==> config.mk <==
export PLATFORM = sky130hd
export DESIGN_NAME = async_fifo_reader
export DESIGN_NICKNAME = d
export VERILOG_FILES = /design/src/rtl/async_fifo_reader.sv
export SDC_FILE = /design/constraint.sdc
export NUM_CORES = 1
export LEC_CHECK = 0
export ABC_AREA = 1
export BUFFER_PORTS_ARGS = -buffer_cell sky130_fd_sc_hd__buf_2
export CAP_MARGIN = 20
export CORE_MARGIN = 3
export CORE_UTILIZATION = 55
export CTS_CLUSTER_DIAMETER = 50
export DETAILED_ROUTE_END_ITERATION = 16
export GPL_ROUTABILITY_DRIVEN = 0
export PLACE_DENSITY = 0.93
export RECOVER_POWER = 100
export SKIP_CTS_REPAIR_TIMING = 1
export SLEW_MARGIN = 20
export SYNTH_ARGS = -nofsm -noshare
export SYNTH_HDL_FRONTEND = slang
export SYNTH_SLANG_ARGS = --single-unit
export TNS_END_PERCENT = 100
==> constraint.sdc <==
create_clock -name rclk -period 2.3 [get_ports rclk]
set_input_delay 0.46 -clock rclk [delete_from_list [all_inputs] [get_ports rclk]]
set_output_delay 0.46 -clock rclk [all_outputs]
set_load 0.01 [all_outputs]
==> src/rtl/async_fifo_reader.sv <==
// -----------------------------------------------------------------------------
// async_fifo_reader
//
// Read-side adapter for the dual-clock FIFO. Pops words from the FIFO read
// port and presents them as a registered valid/ready stream in the rclk
// domain. The FIFO only drives data_out during the cycle its ren is
// accepted, so every popped word is captured on that same edge into a
// 2-entry skid buffer. Downstream back-pressure is absorbed without bubbles.
//
// Optional feature macro: FIFO_READER_CNT_EN
//   When defined, the rd_count port exists and counts delivered words
//   (wrapping modulo 2^CNT_WIDTH). When undefined, the port and the counter
//   are absent and all other behaviour is identical.
//
// Parameters:
//   WIDTH      data word width (must match the FIFO WIDTH)
//   CNT_WIDTH  width of the delivered-word counter (FIFO_READER_CNT_EN only)
//
// Ports:
//   rclk        in   read-domain clock, rising edge
//   reset       in   asynchronous active-high reset
//   fifo_empty  in   FIFO empty flag
//   fifo_data   in   FIFO data_out, meaningful only while fifo_ren=1
//   fifo_ren    out  FIFO read enable; a pop happens on every edge it is 1
//   m_valid     out  output word valid
//   m_ready     in   consumer ready
//   m_data      out  output word (head of the skid buffer)
//   rd_count    out  delivered-word count (FIFO_READER_CNT_EN only)
// -----------------------------------------------------------------------------
module async_fifo_reader #(
  parameter int WIDTH     = 8,
  parameter int CNT_WIDTH = 16
) (
  input  logic             rclk,
  input  logic             reset,
  input  logic             fifo_empty,
  input  logic [WIDTH-1:0] fifo_data,
  output logic             fifo_ren,
  output logic             m_valid,
  input  logic             m_ready,
  output logic [WIDTH-1:0] m_data
`ifdef FIFO_READER_CNT_EN
  ,
  output logic [CNT_WIDTH-1:0] rd_count
`endif
);

  typedef enum logic [1:0] {
    EMPTY = 2'd0,
    ONE   = 2'd1,
    TWO   = 2'd2
  } occ_t;

  occ_t             occ;
  logic [WIDTH-1:0] buf0;  // head word, drives m_data
  logic [WIDTH-1:0] buf1;  // skid word, filled only while the head is stalled
  logic             push;
  logic             pop;

  // The read request depends only on registered occupancy, the FIFO flag and
  // reset, so m_ready never reaches the FIFO combinationally. Keeping one
  // slot free whenever we ask guarantees the popped word always has a home.
  assign fifo_ren = !fifo_empty && (occ != TWO) && !reset;
  assign m_valid  = (occ != EMPTY);
  assign m_data   = buf0;

  assign push = fifo_ren;
  assign pop  = m_valid && m_ready;

  // NOTE: sequential state uses non-blocking assignments only, so every
  // register samples the pre-edge values of its neighbours (buf0 <= buf1
  // relies on this).
  always_ff @(posedge rclk or posedge reset) begin
    if (reset) begin
      // NOTE: the data buffers are reset too, because m_data must read as
      // zero out of reset; they are two words, not a memory array.
      occ  <= EMPTY;
      buf0 <= '0;
      buf1 <= '0;
    end else begin
      case (occ)
        EMPTY: begin
          if (push) begin
            buf0 <= fifo_data;
            occ  <= ONE;
          end
        end
        ONE: begin
          if (push && pop) begin
            // Head leaves and the new word replaces it directly.
            buf0 <= fifo_data;
          end else if (push) begin
            buf1 <= fifo_data;
            occ  <= TWO;
          end else if (pop) begin
            occ <= EMPTY;
          end
        end
        TWO: begin
          // fifo_ren is low in TWO, so only a pop can happen here.
          if (pop) begin
            buf0 <= buf1;
            occ  <= ONE;
          end
        end
        default: begin
          // Unused encoding: fall back to a clean empty buffer.
          occ <= EMPTY;
        end
      endcase
    end
  end

`ifdef FIFO_READER_CNT_EN
  always_ff @(posedge rclk or posedge reset) begin
    if (reset) begin
      rd_count <= '0;
    end else if (pop) begin
      rd_count <= rd_count + 1'b1;  // wraps naturally at 2^CNT_WIDTH
    end
  end
`endif

endmodule
* After elaboration in Yosys (flattened, before gate mapping) *
Cells that the tools add are included.

cells by class
  equal/unequal tests = 8
  muxes and demuxes = 10
  bitwise operators = 1
  reduce and logical (&&, ||, !) cells = 12

operators with widths
  operator              number
  $mux W8               3
  $pmux W8 S3           1
  $mux W2               5
  $ne A2 B2 Y1 const B  5
  $reduce_and A4 Y1     2
  $pmux W2 S3           1
  $logic_and A1 B1 Y1   4
  $ne A3 B3 Y1 const B  1
  $reduce_and A3 Y1     1
  $reduce_bool A3 Y1    1
  $eq A2 B1 Y1 const B  1
  $eq A2 B2 Y1 const B  1
  $logic_not A1 Y1      2
  $logic_not A2 Y1      1
  $reduce_bool A2 Y1    1
  $not A1 Y1            1

storage, ports and cells
  register bits after elaboration = 18
  input port bits = 12
  logic and storage cells = 34

* Logic depth before layout (Yosys ltp) *
  depth after elaboration = 6
  mapped depth = 6

* Worst setup path before layout *
No wires, ideal clock.

  path kind = register to output
  start point = register occ[0]
  end point = output fifo_ren
  arrival = 897 ps
  slack = 943 ps
  cell stages (with the launch flop) = 4
  path buffers = 0
  cell sequence = dfrtp_1 -> inv_2 -> nand2_2 -> and2_2

on the way
  word-level cells in the longest chain between the ends = 3

ends and longest elaborated chain
  item                              RTL line  text
  start: declaration                54        occ_t occ;
  start signal: assignment          77        occ <= EMPTY;
  start signal: assignment          85        occ <= ONE;
  start signal: assignment          94        occ <= TWO;
  $ne A2 B2 Y1                      63        assign fifo_ren = !fifo_empty && (occ != TWO) && !reset;
  $logic_and A1 B1 Y1 (2 in a row)  63
  end: declaration                  38        output logic fifo_ren,

No other way between the ends.

* Worst setup path after layout *
  start point = register occ[1]
  end point = output fifo_ren

The elaborated chain is that of the path after synthesis.

==> flow_metrics.py <==
metrics = {
    "floorplan": {
        "io_pins": 22,
        "die_width_um": 47.3,
        "start_util": 0.600,
        "rows": 14,
        "coreArea_um2": 1560,
        "die_h_um": 47.3,
        "die_area_um2": 2230,
    },
    "logic_synthesis": {
        "synthArstFlopShare": 1.00,
        "synth_edf_count": 0,
        "yosysTopAreaCell": "dfrtp_1",
        "synth.most_common_cell": "nand2_1",
        "synth_top_family_by_area": "simple AND/OR/NAND/NOR gates",
        "synth_area_leaders": "dfrtp_1 48%, nand2_1 17%, nand3_1 9.1%, o21ai_2 7.5%, inv_1 4.8%",
        "synth_warnings": 0,
        "synth_xor_xnor_area_share": 0,
        "synth_seq_area_share": 0.481,
        "syn-cell-area_um2": 936,
        "synth-compound-area-share": 0.0856,
        "netlist_top_cells_count": "42 x nand2_1, 18 x dfrtp_1, 17 x nand3_1",
        "synth-seq-cells": 18,
        "synth_area_per_cell_um2": 8.43,
        "syn_nets": 123,
        "synth.top_cell.area_share": 0.481,
        "netlist_instances": 111,
        "synthFlopType": "dfrtp_1",
        "synth-simple-area-share": 0.357,
        "yosys.area_share.adder": 0,
        "yosysUniqueCellTypes": 15,
        "muxShareOfSynthArea": 0,
    },
    "final_layout": {
        "fill_cells": 154,
        "area_growth_pct": 7.75,
        "post-route-util": 0.647,
        "drive_gt1_frac": 0.164,
        "stdcell_count": 150,
        "finalNetCount": 147,
        "antennaDiodeCount": 0,
    },
    "sta": {
        "period_share": 0.857,
        "skew_ns": 0.00235,
        "period_minus_slack_ns": 1.97,
        "setup_viol": 0,
        "postLayoutSetupSlackWorst_ns": 0.328,
        "max_clock_freq_mhz": 507,
        "slew_headroom": 0.565,
        "slew_viol_final": 0,
        "timing.final.hold_violations": 0,
        "grt_setup_unrepaired": "no",
        "tns_ns": 0,
        "worstMarginPinSlew_ns": 0.652,
    },
    "cts": {
        "clkTransAtPathRegs_ns": 0.10,
        "clockBufferDepth": 2,
        "cts.sink_count": 18,
        "cts-htree-levels": 1,
        "numCtsBuffers": 3,
        "cts_tree": "yes",
        "root_buffer": "clkbuf_4",
        "worstSkewPairLatency_ns": 0.30,
    },
    "hold_path": {
        "hold_path_class": "in2async",
    },
    "grt": {
        "overflow": 0,
        "antenna_found_initial": 0,
        "grt_pass1_wl_mm": 2.90,
        "grt_usage": 0.186,
        "grt_pass1_vias": 639,
        "grt_max_degree": 19,
    },
    "drt": {
        "drt-initial-drc-count": 25,
        "vias": 774,
        "route.detailed.drc": 0,
        "routed_via_density": 5.16,
        "routedWlPerCell_um": 12.2,
        "drt-total-wl_mm": 1.83,
        "ant_nets": 0,
        "drt_first_pass_iters": 5,
    },
    "placement": {
        "dp_cells": 146,
        "port_buffers": 21,
        "hpwlAfterDp_mm": 1.34,
        "pre_cts_slack_ns": 0.748,
    },
    "setup_path": {
        "worstSetupPathType": "reg2out",
        "critPathArrivalTime_ns": 1.51,
        "reg2reg_slack_ns": 0.70,
        "critPathSlowestCell": "dfrtp_1",
        "cp-end-kind": "output port",
        "r2r_end": "buf1[1]$_DFFE_PP0P_",
        "required_ns": 1.84,
        "critical_path.cell_chain": "nand2_1 -> and2_2 -> buf_2",
        "reg2regPathDepth": 3,
        "r2r_start": "occ[1]$_DFFE_PP0P_",
        "cp_max_fo": 12,
        "slowest_delay_ns": 0.56,
        "cp-start-kind": "flop",
    },
    "power": {
        "power.leakage_nw": 0.579,
        "max-vdd-ir-drop_v": 0.000442,
        "p_total_w": 0.000860,
        "powerDensity_nw_per_um2": 852,
    },
    "run": {
        "max_cap_viol_count": 0,
    },
    "run_status": {
        "status": "finished clean",
    },
}
[sequential cells by signal, summed over array words and instances (netlist names)]
register	cells
buf1	8
m_data	8
occ	2
[critical path, delay by kind of cell, from the launching register on]
kind                   cells  cell delay [ns]
buffers and inverters      1             0.14
DFF                        1             0.56
and+or+nand+nor            2             0.51
[placed cells by master, fill, tap and decap left out, drive strengths merged]
cell / instances
nand2: 45
inv: 13
and2: 1
dfrtp: 18
nand3: 18
clkbuf: 13
o21ai: 10
nor2: 3
buf: 12
nand4: 1
[power breakdown]
group / total, W / internal [W] / switching, W
Combinational: 0.000205 / 0.0000756 / 0.000130
Clock: 0.000197 / 0.0000966 / 0.000100
Sequential: 0.000458 / 0.000404 / 0.0000536
[metrics by stage]
step / hold WS, ns / area (um^2)
after floorplan: 0.399 / 936
after global placement: 0.457 / 1040
after detailed placement: 0.460 / 1040
after CTS: 0.290 / 1070
after global routing: 0.322 / 1010
final: 0.252 / 1010
[how the worst max path moves through the flow]
stage                            start        to  slack, ns  cells past startpoint
floorplan           occ[0]$_DFFE_PP0P_  fifo_ren       0.94                      3
global placement    occ[0]$_DFFE_PP0P_  fifo_ren       0.79                      4
detailed placement  occ[0]$_DFFE_PP0P_  fifo_ren       0.75                      4
CTS                 occ[0]$_DFFE_PP0P_  fifo_ren       0.39                      4
global route        occ[1]$_DFFE_PP0P_  fifo_ren       0.21                      3
finish              occ[1]$_DFFE_PP0P_  fifo_ren       0.33                      3
[area by class of cell]
class / count / area, um^2 / share of cell area
sequential: 18 / 450 / 0.447
multi-input combinational: 78 / 359 / 0.356
timing repair buffer: 21 / 93.8 / 0.0931
inverter: 13 / 48.8 / 0.0484
clock buffer: 4 / 36.3 / 0.0360
tap: 16 / 20.0 / 0.0199
[per-layer routing]
metal  part of all wire  up-vias  GRT usage
met5                  0        -          0
met4              0.025        0     0.0663
met3              0.055        7     0.0345
met2               0.45       26      0.294
met1               0.47      344      0.252
li1                   -      397          -
[cells by family after synthesis]
logic type / count (synthesis)
buf+inv: 15
flops: 18
simple gates: 68
compound gates: 10
Note: power is estimated with default switching activity, not from simulation.
